File: config.mk
export PLATFORM = sky130hd
export DESIGN_NAME = irq_sched
export DESIGN_NICKNAME = d
export VERILOG_FILES = /design/src/rtl/irq_pkg.sv /design/src/rtl/irq_sched_prio_enc.sv /design/src/rtl/irq_sched.sv
export SDC_FILE = /design/constraint.sdc
export NUM_CORES = 1
export LEC_CHECK = 0
export BUFFER_PORTS_ARGS = -buffer_cell sky130_fd_sc_hd__buf_2
export CAP_MARGIN = 20
export CORE_UTILIZATION = 55
export CTS_BUF_LIST = sky130_fd_sc_hd__clkbuf_2
export DETAILED_ROUTE_END_ITERATION = 10
export GPL_ROUTABILITY_DRIVEN = 0
export PLACE_DENSITY = 0.92
export SYNTH_ARGS = -nofsm -noshare
export SYNTH_HDL_FRONTEND = slang
export SYNTH_SLANG_ARGS = --single-unit
File: constraint.sdc
create_clock -name clk -period 1.91 [get_ports clk]
set_input_delay 0 -clock clk [delete_from_list [all_inputs] [get_ports clk]]
set_output_delay 0 -clock clk [all_outputs]
set_load 0.02 [all_outputs]
File: src/rtl/irq_pkg.sv
// Shared definitions for the interrupt scheduler: register map, FSM states,
// source numbering and the control register layout.
package irq_pkg;

  localparam int unsigned REG_AW = 2;
  localparam int unsigned REG_DW = 8;

  localparam logic [REG_AW-1:0] IRQ_PEND = 2'd0;
  localparam logic [REG_AW-1:0] IRQ_MASK = 2'd1;
  localparam logic [REG_AW-1:0] IRQ_STAT = 2'd2;
  localparam logic [REG_AW-1:0] IRQ_CTRL = 2'd3;

  localparam int unsigned SRC_SW    = 0;
  localparam int unsigned SRC_FAULT = 1;
  localparam int unsigned SRC_T1    = 2;
  localparam int unsigned SRC_T2    = 3;
  localparam int unsigned SRC_KEY   = 4;

  typedef enum logic [1:0] {
    IDLE    = 2'b00,
    REQ     = 2'b01,
    SERVICE = 2'b10
  } irq_state_t;

  typedef struct packed {
    logic hold;
    logic gie;
  } irq_ctrl_t;

endpackage

File: src/rtl/irq_sched_prio_enc.sv
// Lowest-index-wins priority encoder; index 0 is the highest priority.
module prio_enc #(
  parameter int unsigned N = 8,
  parameter int unsigned W = 3
) (
  input  logic [N-1:0] req,
  output logic         valid_c,
  output logic [W-1:0] idx_c
);

  // Scan from the top so the lowest set index is the last assignment.
  always_comb begin
    valid_c = |req;
    idx_c   = '0;
    for (int i = N - 1; i >= 0; i--) begin
      if (req[i]) idx_c = W'(i);
    end
  end

endmodule

File: src/rtl/irq_sched.sv
// Prioritising interrupt scheduler: edge-detected pending sources, one
// committed request to the core at a time, blocked until interrupt return.
module irq_sched
  import irq_pkg::*;
#(
  parameter int unsigned N_SRC = 8,
  parameter int unsigned VEC_W = (N_SRC > 1) ? $clog2(N_SRC) : 1
) (
  input  logic              clk,
  input  logic              rst_n,
  input  logic [N_SRC-1:0]  src,
  input  logic              user_mode,
  output logic              irq_req,
  output logic [VEC_W-1:0]  irq_vec,
  input  logic              irq_ack,
  input  logic              irq_done,
  input  logic              reg_we,
  input  logic [REG_AW-1:0] reg_addr,
  input  logic [REG_DW-1:0] reg_wdata,
  output logic [REG_DW-1:0] reg_rdata
);

  irq_state_t        state;
  irq_ctrl_t         ctrl;
  logic [N_SRC-1:0]  src_q;
  logic [N_SRC-1:0]  pend;
  logic [N_SRC-1:0]  mask;
  logic [N_SRC-1:0]  rise_c;
  logic [N_SRC-1:0]  pend_clr_c;
  logic              enc_valid_c;
  logic [VEC_W-1:0]  enc_idx_c;
  logic              wr_pend_c;
  logic              wr_mask_c;
  logic              wr_ctrl_c;
  logic              ack_c;
  logic              gie_drop_c;
  logic [REG_DW-1:0] rd_c;

  assign rise_c     = src & ~src_q;
  assign wr_pend_c  = reg_we && (reg_addr == IRQ_PEND);
  assign wr_mask_c  = reg_we && (reg_addr == IRQ_MASK);
  assign wr_ctrl_c  = reg_we && (reg_addr == IRQ_CTRL);
  assign ack_c      = (state == REQ) && irq_ack;
  assign gie_drop_c = wr_ctrl_c && !reg_wdata[0];

  prio_enc #(
    .N (N_SRC),
    .W (VEC_W)
  ) u_prio_enc (
    .req     (pend & mask),
    .valid_c (enc_valid_c),
    .idx_c   (enc_idx_c)
  );

  // Software W1C and ack both clear; a same-cycle rise still sets the bit.
  always_comb begin
    pend_clr_c = wr_pend_c ? reg_wdata[N_SRC-1:0] : '0;
    if (ack_c && !ctrl.hold) pend_clr_c[irq_vec] = 1'b1;
  end

  always_comb begin
    rd_c = '0;
    case (reg_addr)
      IRQ_PEND: rd_c = REG_DW'(pend);
      IRQ_MASK: rd_c = REG_DW'(mask);
      IRQ_STAT: rd_c = {state, 6'(irq_vec)};
      IRQ_CTRL: rd_c = {6'd0, ctrl};
      default:  rd_c = '0;
    endcase
  end

  always_ff @(posedge clk or negedge rst_n) begin
    if (!rst_n) begin
      src_q     <= '0;
      pend      <= '0;
      mask      <= '0;
      ctrl      <= '0;
      reg_rdata <= '0;
    end else begin
      src_q     <= src;
      pend      <= (pend & ~pend_clr_c) | rise_c;
      reg_rdata <= rd_c;
      if (wr_mask_c) mask <= reg_wdata[N_SRC-1:0];
      if (wr_ctrl_c) ctrl <= irq_ctrl_t'(reg_wdata[1:0]);
    end
  end

  // Request FSM; the vector is latched on entry to REQ and never re-evaluated.
  always_ff @(posedge clk or negedge rst_n) begin
    if (!rst_n) begin
      state   <= IDLE;
      irq_req <= 1'b0;
      irq_vec <= '0;
    end else begin
      case (state)
        IDLE: begin
          if (ctrl.gie && user_mode && enc_valid_c) begin
            state   <= REQ;
            irq_req <= 1'b1;
            irq_vec <= enc_idx_c;
          end
        end
        REQ: begin
          if (irq_ack) begin
            state   <= SERVICE;
            irq_req <= 1'b0;
          end else if (gie_drop_c) begin
            state   <= IDLE;
            irq_req <= 1'b0;
          end
        end
        SERVICE: begin
          if (irq_done) state <= IDLE;
        end
        default: begin
          state   <= IDLE;
          irq_req <= 1'b0;
        end
      endcase
    end
  end

endmodule
==> flow_summary.json <==
{
  "ir_drop_mv": 0.813,
  "powerDensity_mw_per_mm2": 1090,
  "crit_chain": "nor4b_2, nand3_1, a32o_1",
  "multi_input_area_um2": 661,
  "cts_made_buffers": 5,
  "critPathKind": "flop to flop",
  "ys_ff_latch": 40,
  "dieWidth_um": 57.8,
  "clockBufferDepth": 2,
  "die_h_um": 57.8,
  "cts_tree": "done",
  "num_rows": 19,
  "reg2reg_from": "state[1]$_DFFE_PN0P_",
  "setup_viol": 0,
  "ioPinCount": 36,
  "syn_inst": 142,
  "num_vias": 1426,
  "antenna_found_initial": 0,
  "postLayoutCellArea_mm2": 0.00218,
  "core_mm2": 0.00285,
  "rr_worst_depth": 3,
  "syn_to_final_growth_pct": 27.2,
  "maxCapViolations": 0,
  "period_share_pct": 81.3,
  "nets": 226,
  "post-route-drc-count": 4,
  "grt_pass1_wl_um": 6670,
  "initial_core_util_pct": 60.1,
  "critPathTopFamily": "simple AND/OR/NAND/NOR gates",
  "hpwl_um": 2740,
  "hold_path_class": "input port to flop",
  "hold_viol": 0,
  "avgSynthCellArea_um2": 12.1,
  "postRouteAntennaNets": 0,
  "cts_max_level": 2,
  "cpPeakStageDelay_ns": 0.52,
  "ys_seq_area_share_pct": 58.4,
  "r2r_end": "pend[3]$_DFF_PN0_",
  "port_buffers": 35,
  "violations": "DRC",
  "grt_pass1_vias": 1425,
  "cts_setup_buffers": 0,
  "p_leak_nw": 1.01,
  "holdPathEnd": "irq_vec[1]$_DFFE_PN0P_",
  "synth_cell_types": 29,
  "gr-total-overflow": 0,
  "numClockSinks": 40,
  "slowest_stage": "dfrtp_1",
  "hold-path-cell-count": 3,
  "drive_above_1_share_pct": 24.6,
  "grt_max_degree": 41,
  "critPathBufInv": 0,
  "tightest_slew_ns": 0.835,
  "setup.worst_path.end_class": "flop",
  "syn-num-nets": 166,
  "status": "finished, violations left",
  "netlist_area_mm2": 0.00172,
  "final_cell_mix": "40 x dfrtp_1, 35 x buf_2, 20 x dlygate4sd3_1, 19 x nand2_1, 11 x inv_1",
  "cp_num_cells": 3,
  "die-area_mm2": 0.00335,
  "required_ns": 2.24,
  "fin_skew_ns": 0.0252,
  "r2r_setup_slack_ns": 0.36,
  "regArea_mm2": 0.00100,
  "worstSkewPairLatency_ns": 0.42,
  "maxSlewViolCount": 0,
  "max_freq_mhz": 644,
  "tns_ns": 0,
  "fillerInstances": 195,
  "cts.clk_slew.worst_paths_ns": 0.20,
  "drtIter0Drc": 70,
  "place_area_mm2": 0.00192,
  "cts_root_buf": "clkbuf_2",
  "cp_data_arrival_time_ns": 1.88,
  "rsz0062_at_grt": "no",
  "min_from": "user_mode",
  "synth_warnings": 0,
  "cp_max_fo": 8,
  "first_pass_iters": 8,
  "avgViaCountPerCell": 6.09,
  "post-route-min-period_ns": 1.55,
  "track_usage_pct": 27.8,
  "routed_wl_um": 3980,
  "wl_per_cell_um": 17.0,
  "startpoint_type": "flop",
  "diodes": 0,
  "final_common_cell": "dfrtp_1",
  "relSlewSlack_pct": 44.3
}
## worst max-delay path by stage
stage / start / endpoint / slack, ns
detailed placement: state[1]$_DFFE_PN0P_ / pend[1]$_DFF_PN0_ / 0.43
floorplan: irq_vec[1]$_DFFE_PN0P_ / pend[0]$_DFF_PN0_ / 0.47
global placement: state[1]$_DFFE_PN0P_ / pend[1]$_DFF_PN0_ / 0.50
global route: state[1]$_DFFE_PN0P_ / pend[0]$_DFF_PN0_ / 0.26
finish: state[1]$_DFFE_PN0P_ / pend[3]$_DFF_PN0_ / 0.36
CTS: irq_vec[1]$_DFFE_PN0P_ / pend[1]$_DFF_PN0_ / 0.41
## layer usage
layer	GRT usage, %	vias to the layer above	wire (um)	part of all wire, %
met4	14.3	0	153	3.8
met1	35.7	703	1680	42
li1	-	635	-	-
met3	7.37	17	249	6.3
met5	0	-	0	0
met2	43.7	71	1900	48
## report_power, final
part	internal [mW]	switching, mW
logic	0.293	0.363
clock network	0.225	0.276
registers	1.01	0.204
total	1.53	0.843
## registers in the layout, summed over array words and instances (netlist names)
register	count
pend	8
irq_req	1
irq_vec	3
ctrl	2
src_q	8
state	2
mask	8
reg_rdata	8
## Yosys cell counts
| cell | count | area, um2 |
|---|---|---|
| a32oi_1 | 1 | 8.76 |
| o21ba_1 | 1 | 10.0 |
| dfrtp_1 | 40 | 1000 |
| o21a_1 | 2 | 15.0 |
| nand2_1 | 19 | 71.3 |
| o311ai_1 | 4 | 35.0 |
| o21ai_0 | 2 | 10.0 |
| buf_4 | 1 | 7.51 |
| or4_4 | 1 | 11.3 |
| nor4b_2 | 1 | 15.0 |
| o31ai_1 | 1 | 7.51 |
| nand3_1 | 6 | 30.0 |
| a21oi_1 | 4 | 20.0 |
| nor3b_2 | 1 | 12.5 |
| buf_2 | 1 | 5.00 |
| a22oi_1 | 4 | 30.0 |
| mux2_1 | 10 | 113 |
| mux2i_1 | 7 | 70.1 |
| nor2_1 | 5 | 18.8 |
| nor2b_1 | 1 | 6.26 |
| nand2_2 | 1 | 6.26 |
| mux4_2 | 2 | 45.0 |
| o21ai_1 | 7 | 35.0 |
| nor3b_1 | 1 | 7.51 |
| a32o_1 | 5 | 50.1 |
| and4bb_1 | 1 | 12.5 |
| a2bb2oi_1 | 1 | 8.76 |
| inv_1 | 11 | 41.3 |
| nand3b_2 | 1 | 11.3 |
## final cells by class
cell class | instances | share of cell area, %
clock buffer | 6 | 1.38
clock inverter | 2 | 1.61
inverter | 11 | 1.89
multi-input combinational | 89 | 30.3
sequential | 40 | 45.9
tap | 31 | 1.78
timing repair buffer | 55 | 17.2
## worst reg2reg max path: stages (launching register included)
cell	delay, ns
dfrtp_1	0.52
nor4b_2	0.51
nand3_1	0.16
a32o_1	0.28
## cells by family after synthesis
family / share of synthesized area (%)
DFF: 58.4
and+or+nand+nor: 11.8
AOI/OAI and AO/OA: 13.4
muxes: 13.3
buffers and inverters: 3.14
## stage by stage
stage	worst slack, ns	cells	power (mW)	utilization, %	hold WS, ns
2_1_floorplan	0.468	142	1.59	-	-0.296
3_5_place_dp	0.435	206	1.84	67.2	0.126
6_report	0.357	234	2.38	76.5	0.0215
3_3_place_gp	0.501	206	1.79	67.2	0.122
4_1_cts	0.408	234	2.35	76.5	0.0145
5_1_grt	0.263	234	2.50	76.5	0.00547
## what timing repair did
action,in CTS,in global routing
endpoints found under the setup margin,0,0
endpoints found under the hold margin,75,0
gates resized for setup,0,0
hold buffers,20,0
Note: power is estimated with default switching activity, not from simulation.
